`src/rtl/fifo_uart_bridge.sv`:
```
// Drains 16-bit words from a FIFO and feeds them byte by byte to a UART transmitter.
// Default build sends two raw bytes per word; define ASCII_HEX_EN for four hex digits plus CR LF.
module fifo_uart_bridge #(
    parameter int RD_LAT = 1
) (
    input  logic        mclk,
    input  logic        rst_n,
    input  logic        enable,
    input  logic [15:0] fifo_q,
    input  logic        fifo_rdempty,
    output logic        fifo_rdreq,
    input  logic        tx_busy,
    output logic [7:0]  tx_data,
    output logic        tx_wr_en,
    output logic        active,
    output logic [15:0] word_count
);

`ifdef ASCII_HEX_EN
    localparam int NBYTES = 6;
`else
    localparam int NBYTES = 2;
`endif
    localparam int IDX_W = $clog2(NBYTES);
    localparam logic [IDX_W-1:0] LAST_IDX = IDX_W'(NBYTES - 1);
    localparam logic [1:0] LAT_EXTRA = 2'(RD_LAT - 1);
    localparam logic [1:0] TMO_LAST = 2'd3;

    // Handshakes: fifo_rdreq and tx_wr_en are single-cycle registered pulses; a new
    // byte is only offered while tx_busy is low, and a byte counts as taken once
    // tx_busy has risen and fallen again, or stayed low for four cycles.
    typedef enum logic [2:0] {
        IDLE,
        READ,
        WAIT_Q,
        LOAD,
        SEND,
        WAIT_TX
    } state_t;

    state_t           state;
    logic [15:0]      hold;
    logic [IDX_W-1:0] idx;
    logic [1:0]       lat_cnt;
    logic [1:0]       tmo_cnt;
    logic             busy_seen;
    logic [7:0]       next_byte;
    logic             byte_done;

`ifdef ASCII_HEX_EN
    function automatic logic [7:0] hex_char(input logic [3:0] nib);
        return (nib < 4'd10) ? (8'h30 + {4'h0, nib}) : (8'h37 + {4'h0, nib});
    endfunction

    always_comb begin
        next_byte = 8'h0A;
        case (idx)
            3'd0:    next_byte = hex_char(hold[15:12]);
            3'd1:    next_byte = hex_char(hold[11:8]);
            3'd2:    next_byte = hex_char(hold[7:4]);
            3'd3:    next_byte = hex_char(hold[3:0]);
            3'd4:    next_byte = 8'h0D;
            default: next_byte = 8'h0A;
        endcase
    end
`else
    always_comb begin
        next_byte = idx[0] ? hold[7:0] : hold[15:8];
    end
`endif

    // A byte whose busy pulse never shows up is treated as sent after the timeout.
    assign byte_done = (state == WAIT_TX) &&
                       (busy_seen ? !tx_busy : (!tx_busy && tmo_cnt == TMO_LAST));

    always_ff @(posedge mclk or negedge rst_n) begin
        if (!rst_n) begin
            state      <= IDLE;
            hold       <= '0;
            idx        <= '0;
            lat_cnt    <= '0;
            tmo_cnt    <= '0;
            busy_seen  <= 1'b0;
            fifo_rdreq <= 1'b0;
            tx_data    <= '0;
            tx_wr_en   <= 1'b0;
            active     <= 1'b0;
            word_count <= '0;
        end else begin
            fifo_rdreq <= 1'b0;
            tx_wr_en   <= 1'b0;
            case (state)
                IDLE: begin
                    if (enable && !fifo_rdempty && !tx_busy) begin
                        state      <= READ;
                        fifo_rdreq <= 1'b1;
                        active     <= 1'b1;
                    end
                end
                READ: begin
                    state   <= WAIT_Q;
                    lat_cnt <= '0;
                end
                WAIT_Q: begin
                    if (lat_cnt == LAT_EXTRA) begin
                        state <= LOAD;
                    end else begin
                        lat_cnt <= lat_cnt + 2'd1;
                    end
                end
                LOAD: begin
                    hold  <= fifo_q;
                    idx   <= '0;
                    state <= SEND;
                end
                SEND: begin
                    if (!tx_busy) begin
                        tx_data   <= next_byte;
                        tx_wr_en  <= 1'b1;
                        tmo_cnt   <= '0;
                        busy_seen <= 1'b0;
                        state     <= WAIT_TX;
                    end
                end
                WAIT_TX: begin
                    if (byte_done) begin
                        if (idx == LAST_IDX) begin
                            word_count <= word_count + 16'd1;
                            active     <= 1'b0;
                            state      <= IDLE;
                        end else begin
                            idx   <= idx + 1'b1;
                            state <= SEND;
                        end
                    end else if (!busy_seen) begin
                        if (tx_busy) begin
                            busy_seen <= 1'b1;
                        end else begin
                            tmo_cnt <= tmo_cnt + 2'd1;
                        end
                    end
                end
                default: state <= IDLE;
            endcase
        end
    end

endmodule
```
`config.mk`:
```
export PLATFORM = sky130hd
export DESIGN_NAME = fifo_uart_bridge
export DESIGN_NICKNAME = d
export VERILOG_FILES = /design/src/rtl/fifo_uart_bridge.sv
export SDC_FILE = /design/constraint.sdc
export NUM_CORES = 1
export LEC_CHECK = 0
export CORE_MARGIN = 2
export CORE_UTILIZATION = 30
export CTS_BUF_LIST = sky130_fd_sc_hd__clkbuf_2 sky130_fd_sc_hd__clkbuf_4 sky130_fd_sc_hd__clkbuf_8
export CTS_CLUSTER_DIAMETER = 150
export CTS_CLUSTER_SIZE = 20
export DETAILED_ROUTE_END_ITERATION = 10
export GPL_TIMING_DRIVEN = 1
export PLACE_DENSITY_LB_ADDON = 0.1
export SLEW_MARGIN = 25
export SYNTH_ARGS = -nofsm -noshare
export SYNTH_HDL_FRONTEND = slang
export SYNTH_SLANG_ARGS = --single-unit
```
`constraint.sdc`:
```
create_clock -name mclk -period 4.64 [get_ports mclk]
set_input_delay 0.928 -clock mclk [delete_from_list [all_inputs] [get_ports mclk]]
set_output_delay 0.928 -clock mclk [all_outputs]
set_load 0.01 [all_outputs]
```
* Word level (Yosys, flattened, before mapping)
Cells that the tools add are included.
** Word-level totals
- Register bits :: 52
- RAM bits :: 0
- Bits in latches :: 0
- Bits in read-only memories :: 0
- Logic and storage cells :: 82
- Memories :: 0
** Operators by class
- Shifts and indexed selects :: 0
- Bitwise operators :: 1
- $add $sub $neg :: 4
- Divide/modulo/power cells :: 0
- Eq/ne operators :: 15
- Muxes and demuxes :: 31
- Reduce and logical (&&, ||, !) cells :: 20
- $mul :: 0
- $lt $le $gt $ge :: 0
** Operators by type and width (count)
- 2-bit != test, second input constant :: 9
- 3-bit case mux with 6 select lines :: 1
- 16-bit by 1-bit adder with 16-bit output, second input constant :: 1
- 3-bit two-way mux :: 5
- 1-bit two-way mux :: 14
- 2-bit two-way mux :: 5
- 8-bit two-way mux :: 1
- 2-bit case mux with 2 select lines :: 2
- 4-bit AND reduction :: 2
- 2-bit nonzero test :: 4
- 3-bit by 2-bit equality test with 1-bit output, second input constant :: 2
- 3-bit equality test, second input constant :: 2
- 1-bit case mux with 2 select lines :: 3
- 2-bit AND reduction :: 3
- 3-bit AND reduction :: 2
- 5-bit AND reduction :: 1
- 2-bit by 1-bit adder with 2-bit output, second input constant :: 2
- 1-bit logical AND :: 4
- 3-bit by 1-bit equality test with 1-bit output, second input constant :: 1
- 3-bit logical NOT :: 1
- 2-bit equality test, second input constant :: 1
- 1-bit logical NOT :: 2
- 2-bit logical NOT :: 1
- 1-bit adder, second input constant :: 1
- 1-bit NOT :: 1

* Longest topological paths before layout
- Depth in word-level cells :: 6
- Mapped depth :: 7

* Worst setup path after synthesis
No wires, ideal clock.
- Kind :: in2reg
- Start point :: in tx_busy
- End point :: reg word_count[12]
- Cell stages on the path :: 4
- Arrival :: 1.842 ns
- Buffers on the path :: 0
- Setup slack :: 2.719 ns
- Cell sequence :: o21ba_2 nand3_4 nor4b_4 xor2_1
** On the way
- Word-level cells in the longest chain between the ends :: 5
** Ends and longest elaborated chain
- from (decl) :: line 12 : input logic tx_busy,
- 1-bit logical NOT *
- 1-bit logical AND :: line 74 : (busy_seen ? !tx_busy : (!tx_busy && tmo_cnt == TMO_LAST));
- 1-bit two-way mux * :: line 74
- 1-bit logical AND * :: line 73 : assign byte_done = (state == WAIT_TX) &&
- 3-bit AND reduction (no source line) *
- to (signal assigned) :: line 128 : word_count <= word_count + 16'd1;
- to (decl) :: line 16 : output logic [15:0] word_count
Every way passes the cells marked *; elsewhere a longest branch is shown, timed or not.
A chain may end at the register's enable or synchronous reset.

* Final worst setup path
- Start point :: in tx_busy
- End point :: reg word_count[10]
Same word-level chain as after synthesis.

==> qor.csv <==
stage,metric,value,unit
route,DR vias/cell,4.576,
synthesis,"Distinct cells, synth",42,
route,DRT iter0 DRCs,91,
setup_path,Crit Path Category,in2reg,
power_and_ir_drop,Reg power frac,49.8,%
setup_path,crit start category,input port,
cts,clock-pin slew on the worst setup and hold paths,0.09,ns
sta,skew final,0.01133,ns
power_and_ir_drop,leakage,0.001335,uW
sta,fin crit share,48.98,%
setup_path,worst-case reg-to-reg path depth,5,
synthesis,Post-Syn Nets,218,
setup_path,Reg-to-Reg Start,tmo_cnt[0],
synthesis,Synth Instances,194,
cts,CTS Root Cell,clkbuf_8,
route,final wirelength,4508,um
cts,Longest Clk Path Bufs,2,
die,core area,7687,um^2
cts,Clock H-tree levels,2,
setup_path,WP data required,4.88,ns
synthesis,Syn Area/Cell,12.14,um^2
route,router iterations before antenna repair,4,
power_and_ir_drop,Pint,1018,uW
cts,CTS tree,done,
route,post-route ant nets,0,
synthesis,YS warnings,0,
global_route,largest net degree at the start of global routing,44,
synthesis,largest cells by area after synthesis,"dfrtp_1 (55%), mux2_2 (7.6%), mux2i_1 (3.4%)",
cts,post-CTS setup buffer count,0,
synthesis,Post-synth EDFFs,0,
status,status,"complete, no violations",
die,Initial Utilization,30.65,%
synthesis,Synth async-reset ratio,100.0,%
synthesis,Post-Syn Area,2356,um^2
synthesis,top cell type's share of synthesized area,55.23,%
final_layout,nets@finish,267,
setup_path,crit path max-delay cell type,clkdlybuf4s50_1,
place,gpl congestion,0.6984,
setup_path,Crit Path Max Fanout,7,
route,wire per inst,13.10,um
synthesis,Synth Area in Simple Gates,16.73,%
synthesis,Yosys reg bits,52,
synthesis,mux contribution to synthesized area,11.05,%
route,DRC,0,
setup_path,Critical path origin,tx_busy,
synthesis,"area leader, netlist",dfrtp_1,
die,die area,8578,um^2
global_route,first-pass GRT wire length,7803,um
die,row cnt,32,
final_layout,Filler cells,790,
cts,PostCTS Resize Cnt,0,
sta,# setup viols final,0,
place,dpl hpwl,3150,um
die,io pins,48,
cts,worst skew pair latency,0.31,ns
power_and_ir_drop,worst vdd rail ir drop,0.2062,mV
setup_path,slowest cell delay on critical path,0.50,ns
global_route,GRT Total Usage,11.64,%
sta,fin. max-slew vios,0,
synthesis,xor and xnor area share after synthesis,5.948,%
global_route,vias in the first global route,1574,
synthesis,sequential area share after synthesis,55.23,%
run,Max Cap Violations,0,
sta,RSZ-0062 raised after global routing,false,
setup_path,Worst Path Arrival,2.51,ns
cts,Clock Sink Count,52,
power_and_ir_drop,Clock Power Share,20.5,%
global_route,initial antenna violation count,0,
cts,hold buffer count at cts,0,
final_layout,share of cells above drive strength 1,14.46,%
synthesis,ys flop type,dfrtp_1,
power_and_ir_drop,Switching Fraction,30.39,%
place,port bufs,47,
global_route,Overflow after GRT,0,
power_and_ir_drop,Switch Pwr,444.6,uW
cts,Num CTS Buffers,5,
synthesis,Synth Area in Compound Gates,6.851,%
sta,Fin Hold WS,0.4661,ns
synthesis,top post-synthesis cells by count,"dfrtp_1 (52), mux2_2 (16), nand2_1 (14)",
power_and_ir_drop,power density over the cells,484.9,nW/um^2
synthesis,"count leader, synth",dfrtp_1,
final_layout,# diodes,0,
final_layout,Area Overhead vs Synth,28.04,%
setup_path,crit end category,register,
die,Die W,92.62,um
sta,Slew @ Worst Pin,0.7094,ns
min_path,min-delay worst type,in2async,
synthesis,area share of fa/ha/maj cells after synthesis,1.593,%
synthesis,largest family of logic cells by synthesized area,simple AND/OR/NAND/NOR gates,
sta,final hold violation count,0,
sta,setup_tns,0,ns
route,vias,1574,
sta,max-slew headroom at the worst pin,52.70,%
die,Die Y,92.62,um
setup_path,worst-path cell chain,clkdlybuf4s50_1 -> o21ba_2 -> nand3_4 -> nor4_4 -> xor2_1,
sta,fmax,440.0,MHz
power_and_ir_drop,combinational share of power,29.8,%
sta,fin crit period,2.273,ns
==> layer usage <==
| layer | GRT usage (%) | share of wire (%) | up-vias |
|---|---|---|---|
| li1 | - | - | 771 |
| met1 | 15.83 | 48 | 761 |
| met2 | 17.88 | 45 | 34 |
| met3 | 3.499 | 4.9 | 8 |
| met4 | 3.676 | 1.6 | 0 |
| met5 | 0 | 0 | - |
==> power groups by stage <==
| stage | Sequential [uW] | Combinational, uW | Clock, uW |
|---|---|---|---|
| finish | 728 | 436 | 299 |
| CTS | 732 | 445 | 311 |
| global route | 753 | 483 | 333 |
| detailed placement | 739 | 444 | 0 |
| global placement | 740 | 437 | 0 |
| floorplan | 695 | 309 | 0 |
==> cell usage in the layout (no fill, tap or decap), types with 2 or more instances in the layout <==
cell type,synthesis,layout
dfrtp_1,52,52
clkdlybuf4s50_1,0,46
mux2_2,16,16
nand2_1,14,14
nor2_1,13,13
a21oi_1,12,12
xor2_1,9,9
mux2i_1,8,8
nor3_1,7,7
xnor2_1,7,7
o21ai_0,6,6
inv_1,5,5
clkbuf_8,0,5
and3_1,3,3
nand3_1,3,3
nor2b_1,3,3
ha_1,3,3
and4_1,2,2
nor4_4,2,2
nand2b_1,2,2
o211ai_1,2,2
==> kinds of logic after synthesis <==
family                     after synthesis
and+or+nand+nor                         60
DFF                                     52
AOI/OAI and AO/OA                       27
muxes                                   24
xor gates and xnor gates                16
buffers and inverters                   12
adders and majority gates                3
==> sequential cells by signal (all words and copies together), names as in the netlist, 2 cells and up <==
signal and count:
tx_data 8, word_count 16, state 3, lat_cnt 2, tmo_cnt 2, hold 16
==> worst paths after layout <==
check | to | slack (ns)
max | word_count[10] | 2.37
min reg2reg | word_count[15] | 0.47
max reg2reg | word_count[6] | 2.98
min in group mclk | word_count[15] | 0.47
max in group asynchronous | hold[12] | 3.35
min | tmo_cnt[1] | 0.47
==> worst max-delay path, delay by kind of cell <==
family / cells / cell delay [ns]
buffers and inverters: 1 / 0.50
AO/OA/AOI/OAI: 1 / 0.40
XOR/XNOR: 1 / 0.16
AND/OR/NAND/NOR: 2 / 0.52
==> metrics by stage <==
step	utilization, %	setup slack, ns	std cells	power, uW	instance area, um^2
finish	39.24	2.367	344	1463	3017
detailed placement	37.96	2.039	338	1182	2918
global placement	37.96	2.084	338	1177	2918
floorplan	-	2.719	194	1004	2356
global route	39.24	2.213	344	1568	3017
CTS	39.24	2.350	344	1488	3017
==> layout make-up <==
| type | instances | area (um^2) | area share [%] |
|---|---|---|---|
| Clock buffer | 5 | 68.82 | 2.281 |
| Sequential cell | 52 | 1301 | 43.14 |
| Multi-Input combinational cell | 130 | 993.5 | 32.93 |
| Clock inverter | 1 | 30.03 | 0.9954 |
| Inverter | 6 | 22.52 | 0.7466 |
| Timing Repair Buffer | 48 | 473.0 | 15.68 |
| Tap cell | 102 | 127.6 | 4.231 |
No activity file was read; power rests on OpenSTA's default activity.
